==> src/rtl/demux_dispatch_pkg.sv <==
// Shared definitions for the two-port dispatch demux: FSM encoding, default
// word width and a small port-select helper.
package demux_dispatch_pkg;

    localparam int DEF_BW = 6;

    // Each state value equals the number of skid entries it represents.
    typedef enum logic [1:0] {
        IDLE  = 2'd0,
        DRAIN = 2'd1,
        FULL  = 2'd2
    } state_t;

    function automatic logic port_blocked(input logic port, input logic af_0, input logic af_1);
        return port ? af_1 : af_0;
    endfunction

endpackage

==> src/rtl/skid_fifo2.sv <==
// Small circular skid store of {port, data} entries. A push is accepted when
// the store is full only if a pop happens in the same cycle.
module skid_fifo2 #(
    parameter int W     = 7,
    parameter int DEPTH = 2
) (
    input  logic         clk,
    input  logic         reset,
    input  logic         push,
    input  logic         pop,
    input  logic [W-1:0] wdata,
    output logic [W-1:0] head,
    output logic         empty,
    output logic         full
);

    localparam int PW = (DEPTH > 1) ? $clog2(DEPTH) : 1;
    localparam int CW = $clog2(DEPTH + 1);

    logic [W-1:0]  mem [DEPTH];
    logic [PW-1:0] rd_ptr;
    logic [PW-1:0] wr_ptr;
    logic [CW-1:0] count;
    logic          do_push;
    logic          do_pop;

    function automatic logic [PW-1:0] bump(input logic [PW-1:0] p);
        return (p == PW'(DEPTH - 1)) ? '0 : p + 1'b1;
    endfunction

    assign do_pop  = pop && !empty;
    assign do_push = push && (!full || do_pop);

    always_ff @(posedge clk) begin
        if (reset) begin
            rd_ptr <= '0;
            wr_ptr <= '0;
            count  <= '0;
        end else begin
            if (do_push) begin
                mem[wr_ptr] <= wdata;
                wr_ptr      <= bump(wr_ptr);
            end
            if (do_pop)
                rd_ptr <= bump(rd_ptr);
            count <= count + CW'(do_push) - CW'(do_pop);
        end
    end

    assign head  = mem[rd_ptr];
    assign empty = (count == '0);
    assign full  = (count == CW'(DEPTH));

endmodule

==> src/rtl/demux_dispatch.sv <==
// Routes an upstream word stream to one of two downstream FIFOs, absorbing
// backpressure in an in-order skid buffer; all outputs are registered.
module demux_dispatch
    import demux_dispatch_pkg::*;
#(
    parameter int BW         = DEF_BW,
    parameter int SKID_DEPTH = 2
) (
    input  logic          clk,
    input  logic          reset,
    input  logic          valid_in,
    input  logic          port_in,
    input  logic [BW-1:0] data_in,
    input  logic          almost_full_0,
    input  logic          almost_full_1,
    output logic          push_0,
    output logic          push_1,
    output logic [BW-1:0] data_out_0,
    output logic [BW-1:0] data_out_1,
    output logic          pause_out,
    output logic [7:0]    count_0,
    output logic [7:0]    count_1,
    output logic          error_out
);

    state_t        state_q;
    state_t        state_d;
    logic          fwd;
    logic          enq;
    logic          pop;
    logic          drop;
    logic [BW:0]   skid_head;
    logic          skid_empty;
    logic          skid_full;
    logic          head_blocked;
    logic          in_blocked;
    logic          out_vld;
    logic          out_port;
    logic [BW-1:0] out_data;

    skid_fifo2 #(
        .W     (BW + 1),
        .DEPTH (SKID_DEPTH)
    ) u_skid (
        .clk   (clk),
        .reset (reset),
        .push  (enq),
        .pop   (pop),
        .wdata ({port_in, data_in}),
        .head  (skid_head),
        .empty (skid_empty),
        .full  (skid_full)
    );

    assign head_blocked = port_blocked(skid_head[BW], almost_full_0, almost_full_1);
    assign in_blocked   = port_blocked(port_in, almost_full_0, almost_full_1);

    always_ff @(posedge clk) begin
        if (reset) state_q <= IDLE;
        else       state_q <= state_d;
    end

    // Once anything is queued, new words go behind the head so global order holds.
    always_comb begin
        state_d = state_q;
        fwd     = 1'b0;
        enq     = 1'b0;
        pop     = 1'b0;
        drop    = 1'b0;
        case (state_q)
            IDLE: begin
                if (valid_in) begin
                    if (!in_blocked) begin
                        fwd = 1'b1;
                    end else begin
                        enq     = 1'b1;
                        state_d = DRAIN;
                    end
                end
            end
            DRAIN, FULL: begin
                pop  = !skid_empty && !head_blocked;
                enq  = valid_in && (pop || !skid_full);
                drop = valid_in && !enq;
                if (pop && !enq)
                    state_d = (state_q == FULL) ? DRAIN : IDLE;
                else if (enq && !pop)
                    state_d = FULL;
            end
            default: state_d = IDLE;
        endcase
    end

    assign out_vld  = fwd || pop;
    assign out_port = pop ? skid_head[BW] : port_in;
    assign out_data = pop ? skid_head[BW-1:0] : data_in;

    always_ff @(posedge clk) begin
        if (reset) begin
            push_0     <= 1'b0;
            push_1     <= 1'b0;
            data_out_0 <= '0;
            data_out_1 <= '0;
            count_0    <= '0;
            count_1    <= '0;
            pause_out  <= 1'b0;
            error_out  <= 1'b0;
        end else begin
            push_0    <= out_vld && !out_port;
            push_1    <= out_vld && out_port;
            pause_out <= (state_d != IDLE);
            if (out_vld && !out_port) begin
                data_out_0 <= out_data;
                count_0    <= count_0 + 8'd1;
            end
            if (out_vld && out_port) begin
                data_out_1 <= out_data;
                count_1    <= count_1 + 8'd1;
            end
            if (drop)
                error_out <= 1'b1;
        end
    end

endmodule

==> config.mk <==
export PLATFORM = sky130hd
export DESIGN_NAME = demux_dispatch
export DESIGN_NICKNAME = d
export VERILOG_FILES = /design/src/rtl/demux_dispatch_pkg.sv /design/src/rtl/skid_fifo2.sv /design/src/rtl/demux_dispatch.sv
export SDC_FILE = /design/constraint.sdc
export NUM_CORES = 1
export LEC_CHECK = 0
export ABC_AREA = 1
export BUFFER_PORTS_ARGS = -buffer_cell sky130_fd_sc_hd__clkbuf_2
export CORE_MARGIN = 3
export CORE_UTILIZATION = 56
export CTS_CLUSTER_DIAMETER = 120
export DETAILED_ROUTE_END_ITERATION = 8
export PLACE_DENSITY = 0.79
export SLEW_MARGIN = 5
export SYNTH_ARGS = -nofsm -noshare
export SYNTH_HDL_FRONTEND = slang
export SYNTH_HIERARCHICAL = 1
export SYNTH_SLANG_ARGS = --single-unit
==> constraint.sdc <==
create_clock -name clk -period 3.3 [get_ports clk]
set_clock_uncertainty 0.05 [all_clocks]
set_input_delay 0.66 -clock clk [delete_from_list [all_inputs] [get_ports clk]]
set_output_delay 0.66 -clock clk [all_outputs]
set_load 0.01 [all_outputs]
Word level (Yosys, flattened, before mapping). Memory sizes are Yosys's and may differ from the RTL's. A register that Yosys moved wholly into a read port is not among the register bits. Index checks and enable logic that the tools add are counted.

Add/subtract/negate cells: 6. $mul: 0. Divide/modulo/power cells: 0. $lt $le $gt $ge: 0. Eq/ne operators: 3. Shift operators: 0. Mux-type cells: 25. Bitwise gates (word level): 0. Reduce and logical (&&, ||, !) cells: 22.

Operators by type and width (count): two-way mux 1 bit (18); adder 8 x 1 -> 8 bit, second input constant (2); logical AND 1 bit (9); two-way mux 2 bit (4); logical NOT 1 bit (6); two-way mux 6 bit (1); == test 2 bit, second input constant (2); logical NOT 2 bit (2); case mux 2 bit (2 select lines) (1); logical OR 1 bit (3); adder 1 bit, second input constant (2); adder 2 x 1 -> 2 bit (1); == test 2 x 1 -> 1 bit, second input constant (1); case mux 1 bit (2 select lines) (1); nonzero test 2 bit (1); OR reduction 2 bit (1); subtractor 2 x 1 -> 2 bit (1).

Flip-flop bits (word level): 38. Latch bits: 0. RAM bits: 14. Bits in read-only memories: 0. Input port bits: 12. Output and inout bits: 32. Word-level logic and storage cells: 69. Memories: 1.

Memories: u_skid.mem (depth 2, bits a word 7, read ports 1, clocked after Yosys merged registers in 1, wr ports 1, line skid_fifo2.sv:20) `logic [W-1:0] mem [DEPTH];`.

Depth between registers and ports, before layout. Gate-level depths: netlist (run 1).

Word-level depth: 10. Depth in mapped cells: 18. Mapped depth without buffers: 17.

By module. The synthesis (run 1) kept the hierarchy.

By module, submodules not included: demux_dispatch (instances 1, cells an instance 304, area each 1945.6 sq um, sequential area each 680.7 sq um); skid_fifo2 (instances 1, cells an instance 63, area each 800.8 sq um, sequential area each 520.5 sq um).

Least setup slack after synthesis (run 1). Ideal clock, no wire load.

Kind: reg-to-reg. Start point: register (tool-made name). End point: register u_skid.count[1]. Arrival time: 2.253 ns. Path slack: 0.882 ns. Stages on the path, launching flop included: 18. Clock period less this slack: 2.418 ns. Cell sequence: dfxtp_1 > buf_6 > mux2_4 > nand2_2 > nand2_2 > nor2_4 > nor2_1 > nor2_1 > a21oi_1 > nor2_1 > nand2_1 > ha_1 > inv_1 > ha_1 > inv_1 > nand2_1 > a21oi_1 > nor2_1.

RTL lines: to (signal assigned) (line skid_fifo2.sv:46) `count <= count + CW'(do_push) - CW'(do_pop);`; to (decl) (line skid_fifo2.sv:23) `logic [CW-1:0] count;`.

==> results of run 1 <==
[area by class of cell]
class / count / area [um^2]
fillers: 394 / 1470
multi-input cells: 249 / 1270
repair buffers: 43 / 215
well taps: 65 / 81.3
flip-flops and latches: 53 / 1200
inverters: 54 / 203
clock buffers: 7 / 90.1
[metal layers]
layer / up-vias / share of wire / GRT usage / routed length, um
met2: 58 / 0.48 / 0.350 / 2770
li1: 1227 / - / - / -
met5: - / 0 / 0 / 0
met1: 1087 / 0.46 / 0.261 / 2620
met3: 7 / 0.049 / 0.0485 / 281
met4: 0 / 0.013 / 0.0562 / 73
[metrics by stage]
| stage | cell area (um^2) | hold WS, ps | cells |
|---|---|---|---|
| detailed placement | 2970 | 408 | 464 |
| global placement | 2970 | 395 | 464 |
| finish | 3060 | 415 | 471 |
| global route | 3060 | 443 | 471 |
| floorplan | 2750 | 417 | 367 |
| CTS | 3060 | 421 | 471 |
[power by group through the flow]
stage | Clock, mW | Combinational [mW] | Sequential (mW)
floorplan | 0 | 0.200 | 0.758
global placement | 0 | 0.269 | 0.751
detailed placement | 0 | 0.275 | 0.754
CTS | 0.380 | 0.278 | 0.739
global route | 0.413 | 0.315 | 0.744
finish | 0.377 | 0.278 | 0.739
[cells in the mapped netlist, drive strengths merged]
cell type / number
inv: 54
a21boi: 1
dfxtp: 39
clkbuf: 2
nand2: 101
nand3b: 5
nand3: 44
xnor2: 2
a21oi: 17
nor2: 54
edfxtp: 14
buf: 9
mux2: 7
nand4: 6
xor2: 4
ha: 7
nor3: 1
[flip-flops by register name, indices dropped and copies added (netlist names), 2 cells and up, named ones only]
signal	count
count_1	8
data_out_0	6
data_out_1	6
count_0	8
u_skid/count	2
state_q	2
u_skid/mem	14
[worst max-delay path: cells and delay by family (launching register included)]
kind	cells	cell delay, ps
and+or+nand+nor	9	920
AOI/OAI and AO/OA	2	210
adders and majority gates	2	460
DFF	1	590
muxes	1	360
buffers and inverters	2	90
[cell families (layout without fill, tap and decap cells)]
| group | Yosys count | count (layout) | share of synthesized area |
|---|---|---|---|
| multiplexers | 7 | 7 | 0.0383 |
| XOR/XNOR | 6 | 6 | 0.0191 |
| buffers and inverters | 65 | 104 | 0.100 |
| flip-flops | 53 | 53 | 0.437 |
| AO/OA/AOI/OAI | 18 | 18 | 0.0337 |
| adder cells (fa/ha/maj) | 7 | 7 | 0.0319 |
| AND/OR/NAND/NOR | 211 | 211 | 0.339 |
[final timing paths]
path / start / endpoint / slack (ps)
setup / recovery: flop / u_skid/count[1] / 520
setup reg to reg: flop / u_skid/count[1] / 520
hold / removal: error_out / error_out / 420
hold reg to reg: error_out / error_out / 420
==> summary.txt, run 1 <==
Setup path
  • Worst path most repeated cell: nor2_1
  • Delay of the slowest critical-path stage: between 500 and 600 ps
  • Critical Path Fanout Max: 10
  • Worst Path Class, Setup: reg -> reg
  • Crit path cell chain: mux2_4 -> nand2_2 -> nand2_2 -> nor2_4 -> nor2_1 -> nor2_1 -> a21oi_1 -> nor2_1 -> nand2_1 -> ha_1 -> inv_1 -> ha_1 -> inv_1 -> nand2_1 -> a21oi_1 -> nor2_1
  • Kind of end point of the critical path: flop
  • Startpoint types: flop
  • Data required time at the worst endpoint: between 3000 and 4000 ps
  • Worst path arrival time: around 2900 ps
  • CP max stage cell: dfxtp_1
  • R2R depth: 16

Pwr
  • P_int: 979 uW
  • Logic pwr share: 0.199
  • Share of power burned in registers: 0.530
  • Peak VDD IR: about 0.00030 V
  • Tot Pwr: roughly 1.4 mW
  • Sw Share: 0.298
  • Clk pwr share: 0.271
  • Sw Pwr: slightly above 400 uW
  • Leakage power: 1.55 nW
  • Cell Pwr Density: roughly 460 nW/um^2

Global route
  • Vias in the first global route: between 2,000 and 2,500
  • Grt ovf: 0
  • First-pass GRT wire length: 9860 um
  • Tot GR Track Use: 0.205
  • Largest net degree at the start of global routing: 28
  • Initial antenna violation count: 0

Drt
  • DRT Wirelength: about 5700 um
  • Iter 0 DRT Violations: 193
  • DR vias/cell: 5.05
  • Pre-antenna DRT Iters: 4
  • DRC viols: 0
  • Avg WL per Cell: about 12 um
  • DRT antenna net count: 0
  • Via count: 2,379

Floorplan
  • Core Region: ~4500 um^2
  • Initial Util: 0.606
  • Die Wd: 76.0 um
  • DIE HEIGHT: ~76 um
  • # IOs: 44
  • Rows: 24
  • Die Area: ~5800 um^2

Clock tree
  • Reg clk slew, reported paths: 80 ps
  • TritonCTS clock tree: built
  • Worst skew pair latency: ~310 ps
  • Hold_buf cts: 0
  • Post-CTS resize count: 0
  • CTS sink count: 53
  • Clk buf depth: 2
  • Clock buffer count from CTS: 5
  • Setup Fix Bufs, Post-CTS: 0
  • Clock root buffer: clkbuf_8
  • CTS H-Tree Depth: 2

Min path
  • Worst hold path stage count: 2
  • HP Class: reg -> reg

Synthesis
  • Mapped Area: between 2000 and 3000 um^2
  • Yosys reg bits: 53
  • Mapped Cells: approximately 370
  • Area share of the largest cell type after synthesis: 0.284
  • Synth unique cells: 26
  • Synth Net Count: around 390
  • Register area share after synthesis: 0.437
  • Leading area contributor after synthesis: dfxtp_1
  • Syn avg cell area: between 7 and 8 um^2
  • Synth area leaders: dfxtp_1, edfxtp_1, nand2_1, nand3_1, inv_1
  • Yosys warns: 6

Timing
  • Slew Viols, Final: 0
  • Setup_tns: 0 ps
  • RSZ-0062 raised after global routing: false
  • Final worst-path cycle share: 0.844
  • Final hold vios: 0
  • Max Clk Rate: between 300 and 400 MHz
  • Slew @ Worst Pin: between 600 and 700 ps
  • Final worst slack: approximately 520 ps
  • Final Setup Violations: 0
  • Slew headroom: 0.559
  • Post-layout minimum cycle time: 2780 ps

Layout
  • Layout cells sized above 1: 0.165
  • Nets@finish: 425
  • Most frequent cells in the layout: nand2_1, inv_1, nor2_1
  • Syn-to-layout area delta: 11.4%
  • Diode count: 0
  • Most common cell after layout, fill and taps aside: nand2_1
  • Post-layout util: 0.675

Placement
  • Dpl ws: 530 ps
  • DP HPWL: 4210 um
  • Routability cong.: 0.831
  • Port bufs: 43

Outcome
  • Status: complete, no violations

Flow run
  • MaxCap Viol Count: 0
Note: power is estimated with default switching activity, not from simulation.
==> run 2: changes to the inputs <==
ABC_AREA = 0   (was 1)
CORE_UTILIZATION = 55   (was 56)
clock period = 2.65 ns   (was 3.3 ns; I/O delays follow)
==> run 2 against run 1 <==
Via count decreased by 26%. Highest routed layer unchanged. Fmax up 5.3%. Largest power group unchanged. Die area decreased by 11%. Non-clock buffer count increased by 11.
==> summary.txt, run 2 <==
Floorplan
  • DIE HEIGHT: 71.9 um (-5.5%)
  • Die Area: 5170 um^2 (-11%)
  • # IOs: 44 (unchanged)
  • Rows: 23 (-4.2%)
  • Die Wd: 71.9 um (-5.5%)
  • Initial Util: 0.584 (-0.0215)
  • Core Region: 4090 um^2 (-9.9%)

Placement
  • Port bufs: 43 (unchanged)
  • DP HPWL: 3380 um (-20%)
  • Routability cong.: 0.847 (+1.9%)

Synthesis
  • Area share of the largest cell type after synthesis: 0.327 (+0.0428)
  • Synth area leaders: dfxtp_1, edfxtp_1, nor2_1, xnor2_1, a211oi_1
  • EDFF count, synth: 14 (unchanged)
  • Post-synth ARST share: 0 (unchanged)
  • Register area share after synthesis: 0.503 (+0.0658)
  • Synth cell count leaders: nor2_1, dfxtp_1, edfxtp_1, a211oi_1, xnor2_1
  • Primary FF master, synth: dfxtp_1
  • Mapped Cells: 229 (-38%)
  • Mapped Area: 2390 um^2 (-13%)
  • Leading area contributor after synthesis: dfxtp_1
  • Synth Net Count: 248 (-36%)
  • Syn avg cell area: 10.4 um^2 (+39%)
  • Synth unique cells: 43 (+65%)
  • Top-count cell post-synth: nor2_1
  • Yosys warns: 6 (unchanged)
  • Yosys reg bits: 53 (unchanged)

Setup path
  • R2R depth: 13 (-3)
  • R2R Path End: u_skid/count[1]
  • Worst Path Class, Setup: reg -> reg
  • R2R Setup Slk: 7 ps (-510 ps)
  • Worst setup startpoint: u_skid/mem[0][6]
  • Origin of the critical flop-to-flop path: u_skid/mem[0][6]
  • Data required time at the worst endpoint: 2830 ps (-620 ps)
  • Worst path arrival time: 2820 ps (-120 ps)
  • Kind of end point of the critical path: flop
  • Startpoint types: flop
  • Critical Path Fanout Max: 2 (-8)

Clock tree
  • Clock buffer count from CTS: 5 (unchanged)
  • Clock root buffer: clkbuf_8
  • Clk buf depth: 2 (unchanged)
  • CTS H-Tree Depth: 2 (unchanged)
  • Worst skew pair latency: 310 ps (about the same)
  • TritonCTS clock tree: built
  • Reg clk slew, reported paths: 90 ps (about the same)
  • CTS sink count: 53 (unchanged)

Drt
  • DRC viols: 0 (unchanged)
  • DRT Wirelength: 4670 um (-19%)
  • Via count: 1,769 (-26%)
  • DR vias/cell: 5.34 (+5.8%)
  • DRT antenna net count: 0 (unchanged)
  • Avg WL per Cell: 14.1 um (+16%)
  • Pre-antenna DRT Iters: 4 (unchanged)
  • Iter 0 DRT Violations: 81 (-58%)

Global route
  • First-pass GRT wire length: 7660 um (-22%)
  • Vias in the first global route: 1,665 (-25%)
  • Largest net degree at the start of global routing: 27 (-3.6%)
  • Grt ovf: 0 (unchanged)
  • Tot GR Track Use: 0.190 (-0.0148)
  • Initial antenna violation count: 0 (unchanged)

Timing
  • Final hold vios: 0 (unchanged)
  • Slew @ Worst Pin: 596 ps (-63.2 ps)
  • RSZ-0062 raised after global routing: true
  • Slew headroom: 0.602 (+0.0433)
  • Setup_tns: 0 ps (unchanged)
  • Post-layout minimum cycle time: 2640 ps (-140 ps)
  • Final worst-path cycle share: 0.997 (+0.154)
  • Max Clk Rate: 378 MHz (+5.3%)
  • Slew Viols, Final: 0 (unchanged)
  • Final Setup Violations: 0 (unchanged)

Min path
  • HP Class: in -> reg
  • Worst hold path stage count: 1 (-1)
  • Worst hold start: data_in[0]
  • Hold endpoint: u_skid/mem[1][0]

Layout
  • Most common cell after layout, fill and taps aside: clkbuf_2
  • Max reg flops: 14 (unchanged)
  • Largest Register: u_skid/mem
  • Syn-to-layout area delta: 19.7%
  • Nets@finish: 299 (-30%)
  • Diode count: 0 (unchanged)
  • Most frequent cells in the layout: clkbuf_2, nor2_1, dfxtp_1
  • Biggest registers after layout: u_skid/mem (14), count_0 (8), count_1 (8)
  • Layout cells sized above 1: 0.317 (+0.152)

Pwr
  • Peak VDD IR: 0.000412 V (+38%)
  • Cell Pwr Density: 647 nW/um^2 (+42%)
  • Tot Pwr: 1.85 mW (+33%)
  • Leakage power: 1.17 nW (-24%)

Outcome
  • Status: complete, no violations

Flow run
  • MaxCap Viol Count: 0 (unchanged)
[run 2: cell count changes after synthesis, moves of 6 or more]
cell,change
a211oi_1,+12
a21oi_1,-14
inv_1,-47
mux2_2,+8
mux2_4,-6
mux2i_1,+8
nand2_1,-86
nand3_1,-39
nor2_1,-11
nor2b_1,+7
nor3_1,+8
nor3b_1,+7
xnor2_1,+10
[run 2: logic make-up (layout without fill, tap and decap cells)]
family	count (synthesis)	in the layout	share of synthesized area
fa+ha+maj	7	7	0.0367
mux	19	19	0.0870
simple gates	92	92	0.198
compound gates	28	28	0.0964
xor+xnor	13	13	0.0477
buf+inv	17	69	0.0309
flops	53	53	0.503
[run 2: how the worst max path moves through the flow]
stage,to,slack (ps),cells past startpoint
2_1_floorplan,u_skid/count[1],-30,14
3_3_place_gp,u_skid/count[1],70,13
3_5_place_dp,u_skid/count[1],-20,13
4_1_cts,u_skid/count[1],1,13
5_1_grt,u_skid/count[1],-100,13
6_report,u_skid/count[1],7,13
[run 2: where the power goes]
| part | total, mW | internal [mW] | switching [mW] | leakage, nW |
|---|---|---|---|---|
| logic | 0.372 | 0.169 | 0.203 | 0.668 |
| registers | 0.935 | 0.894 | 0.0409 | 0.445 |
| clock network | 0.543 | 0.284 | 0.259 | 0.0554 |
[run 2: metal layers]
| metal | track usage | share of wire | routed length (um) |
|---|---|---|---|
| met1 | 0.238 | 0.46 | 2150 |
| met2 | 0.326 | 0.48 | 2260 |
| met3 | 0.0519 | 0.046 | 214 |
| met4 | 0.0501 | 0.0090 | 42 |
| met5 | 0 | 0 | 0 |
[run 2: worst max-delay path, stage by stage (launching register included)]
cell and delay (ps):
edfxtp_1 380, mux2_4 300, mux2_4 310, or2_4 240, nand2_2 50, a31oi_1 80, nor2_1 190, o21ai_4 100
ha_4 280, inv_2 40, ha_4 140, xor2_1 140, and2_1 140, nor3_1 150
[run 2: area by class of cell]
| cell class | instances | area, um^2 |
|---|---|---|
| Fill cell | 321 | 1230 |
| Sequential cell | 53 | 1200 |
| Multi-Input combinational cell | 159 | 1160 |
| Timing Repair Buffer | 54 | 298 |
| Clock buffer | 6 | 72.6 |
| Tap cell | 50 | 62.6 |
| Clock inverter | 2 | 38.8 |
| Inverter | 7 | 26.3 |
[run 2: what timing repair did]
action                                  4_1_cts  5_1_grt
endpoints found under the setup margin        1       10
resized for setup                             1        4
hold buffers                                  0        0
setup buffers                                 1        0
pin swaps                                     2        0
[run 2: through the flow]
step | cells | worst slack, ps | hold slack (ps) | cell area, um^2 | utilization
final | 331 | 6.74 | 378 | 2860 | 0.699
after global routing | 331 | -104 | 376 | 2860 | 0.699
after CTS | 331 | 1.22 | 376 | 2840 | 0.696
after detailed placement | 322 | -18.5 | 438 | 2710 | 0.664
after global placement | 322 | 72.5 | 433 | 2710 | 0.664
after floorplan | 229 | -26.0 | 430 | 2410 | -
==> run 3: changes to the inputs <==
--- a/config.mk
+++ b/config.mk
@@ -7,11 +7,11 @@
 export LEC_CHECK = 0
 export ABC_AREA = 0
-export BUFFER_PORTS_ARGS = -buffer_cell sky130_fd_sc_hd__clkbuf_2
 export CORE_MARGIN = 3
-export CORE_UTILIZATION = 55
+export CORE_UTILIZATION = 60
 export CTS_CLUSTER_DIAMETER = 120
 export DETAILED_ROUTE_END_ITERATION = 8
-export PLACE_DENSITY = 0.79
-export SLEW_MARGIN = 5
+export DONT_BUFFER_PORTS = 1
+export PLACE_DENSITY = 0.76
+export SLEW_MARGIN = 20
 export SYNTH_ARGS = -nofsm -noshare
 export SYNTH_HDL_FRONTEND = slang
--- a/constraint.sdc
+++ b/constraint.sdc
@@ -3,3 +3,3 @@
 set_input_delay 0.53 -clock clk [delete_from_list [all_inputs] [get_ports clk]]
 set_output_delay 0.53 -clock clk [all_outputs]
-set_load 0.01 [all_outputs]
+set_load 0.02 [all_outputs]
==> run 3 against run 2 <==
The flow now finishes with violations (negative setup slack). Hold slack worse by 150 ps. Via count down 7.7%. Fmax down 1.1%. Cell area down 8.9%. Cell count down 14%. Total power down 6.7%. First-iteration DRC count down 25%.
==> summary.txt, run 3 (synthesis gave the netlist of run 2 again) <==
Clock tree
  • Reg clk slew, reported paths: 90 ps (about the same)
  • Hold_buf cts: 0 (unchanged)
  • Clk buf depth: 2 (unchanged)
  • CTS H-Tree Depth: 2 (unchanged)
  • Clock buffer count from CTS: 5 (unchanged)
  • TritonCTS clock tree: built
  • Clock root buffer: clkbuf_8
  • CTS sink count: 53 (unchanged)
  • Worst skew pair latency: 310 ps (about the same)

Layout
  • Layout cells sized above 1: 0.191 (-0.126)
  • Fin area: 2600 um^2 (-8.9%)
  • Diode count: 0 (unchanged)
  • Most common cell after layout, fill and taps aside: nor2_1
  • Most frequent cells in the layout: nor2_1, dfxtp_1, edfxtp_1
  • Biggest registers after layout: u_skid/mem (14), count_0 (8), count_1 (8)
  • Nets@finish: 254 (-15%)
  • Max reg flops: 14 (unchanged)
  • Largest Register: u_skid/mem
  • Syn-to-layout area delta: 9.07%

Setup path
  • R2R Path End: u_skid/count[1]
  • Startpoint types: flop
  • Worst Path Class, Setup: reg -> reg
  • R2R Setup Slk: -20 ps (-30 ps)
  • Kind of end point of the critical path: flop
  • Data required time at the worst endpoint: 2830 ps (about the same)
  • Critical Path End: u_skid/count[1]
  • Worst path arrival time: 2860 ps (+40 ps)
  • R2R depth: 13 (unchanged)
  • Critical Path Fanout Max: 3 (+1)

Outcome
  • Failing checks: negative setup slack
  • Status: complete, but fails checks

Drt
  • DR vias/cell: 5.75 (+7.6%)
  • Avg WL per Cell: 15.8 um (+12%)
  • DRC viols: 0 (unchanged)
  • Iter 0 DRT Violations: 61 (-25%)
  • Via count: 1,633 (-7.7%)
  • Pre-antenna DRT Iters: 4 (unchanged)
  • DRT antenna net count: 0 (unchanged)
  • DRT Wirelength: 4490 um (-4.0%)

Timing
  • Slew Viols, Final: 0 (unchanged)
  • Max Clk Rate: 374 MHz (-1.1%)
  • Slew headroom: 0.721 (+0.119)
  • Final Setup Violations: 1 (+1)
  • Setup_tns: -23.0 ps (-23.0 ps)
  • RSZ-0062 raised after global routing: true
  • Post-layout minimum cycle time: 2670 ps (+29.7 ps)
  • Final worst-path cycle share: 1.01 (+0.0112)
  • Final hold vios: 0 (unchanged)
  • Slew @ Worst Pin: 413 ps (-183 ps)
  • Final worst slack: -23.0 ps (-29.7 ps)

Global route
  • Initial antenna violation count: 0 (unchanged)
  • Tot GR Track Use: 0.197 (+0.00606)
  • Grt ovf: 0 (unchanged)
  • Vias in the first global route: 1,664 (-0.060%)
  • First-pass GRT wire length: 7620 um (-0.55%)
  • Largest net degree at the start of global routing: 44 (+63%)

Floorplan
  • # IOs: 44 (unchanged)
  • Die Area: 4770 um^2 (-7.7%)
  • Initial Util: 0.638 (+0.0535)
  • Core Region: 3740 um^2 (-8.4%)
  • Die Wd: 69.1 um (-3.9%)
  • Rows: 22 (-4.3%)
  • DIE HEIGHT: 69.1 um (-3.9%)

Pwr
  • Logic pwr share: 0.172 (-0.029)
  • Tot Pwr: 1.73 mW (-6.7%)
  • P_int: 1.22 mW (-9.1%)
  • Peak VDD IR: 0.000483 V (+17%)
  • Clk pwr share: 0.265 (-0.029)
  • Cell Pwr Density: 663 nW/um^2 (+2.4%)
  • Leakage power: 0.956 nW (-18%)
  • Share of power burned in registers: 0.563 (+0.058)
  • Sw Pwr: 502 uW (-0.19%)
  • Sw Share: 0.291 (+0.0189)

Placement
  • Routability cong.: 0.843 (-0.54%)
  • Area after DPL: 2470 um^2 (-8.9%)
  • Port bufs: 0 (-100%)
  • DP HPWL: 3310 um (-2.1%)

Min path
  • HP Class: in -> reg

Flow run
  • MaxCap Viol Count: 0 (unchanged)
run 3: cell types whose count changed in the layout (fill, tap and decap cells not counted), sizes merged:
cell      delta
bufinv       -1
buf          -2
clkbuf      -44
clkinvlp     +1
inv          +1
run 3: repair_timing:
item / in CTS / in global routing
cloned: 0 / 0
setup endpoints to repair: 1 / 1
buffers inserted: 1 / 1
pin swaps: 2 / 1
hold endpoints to repair: 0 / 0
resized for setup: 2 / 2
run 3: worst min-delay path by stage:
stage	end	slack, ps	from	cells after the start
final	error_out	230	reset	1
after global routing	data_out_0[1]	210	reset	1
after CTS	count_0[2]	220	reset	1
after detailed placement	u_skid/rd_ptr	470	u_skid/rd_ptr	2
after global placement	u_skid/rd_ptr	450	u_skid/rd_ptr	2
after floorplan	flop	430	u_skid/rd_ptr	2
run 3: routing by layer:
metal  GRT usage  wire, um
met1       0.232      1900
met2       0.322      2170
met3      0.0773       334
met4      0.0738        79
met5           0         0
run 3: area by class of cell:
class                   count  area, um^2
clock inverters             3        21.3
well taps                  48        60.1
inverters                   7        26.3
clock buffers               5        68.8
fillers                   288        1140
flip-flops and latches     53        1200
multi-input cells         159        1160
repair buffers              9        67.6
run 3: worst max-delay path, cell delays in order, from the launching register on:
cell	delay [ps]
dfxtp_2	340
mux2_4	320
mux2_4	310
or2_4	230
nand2_1	60
a31oi_1	90
nor2_1	230
o21ai_4	110
ha_4	270
inv_1	30
ha_2	170
xor2_2	150
and2_4	140
nor3_2	110
run 3: power by group through the flow:
stage	Combinational (mW)	Clock (mW)	Sequential, mW
after floorplan	0.237	0	0.979
after global placement	0.267	0	0.987
after detailed placement	0.283	0	0.991
after CTS	0.290	0.463	0.972
after global routing	0.335	0.504	0.981
final	0.297	0.457	0.972
run 3: metrics by stage:
step                      std cells  hold WS, ps  utilization  worst slack (ps)
final                           284          231        0.696             -23.0
after global routing            284          212        0.696              -101
after CTS                       283          223        0.691              13.5
after detailed placement        274          473        0.660              -108
after global placement          274          452        0.660              54.8
after floorplan                 229          430            -             -26.0
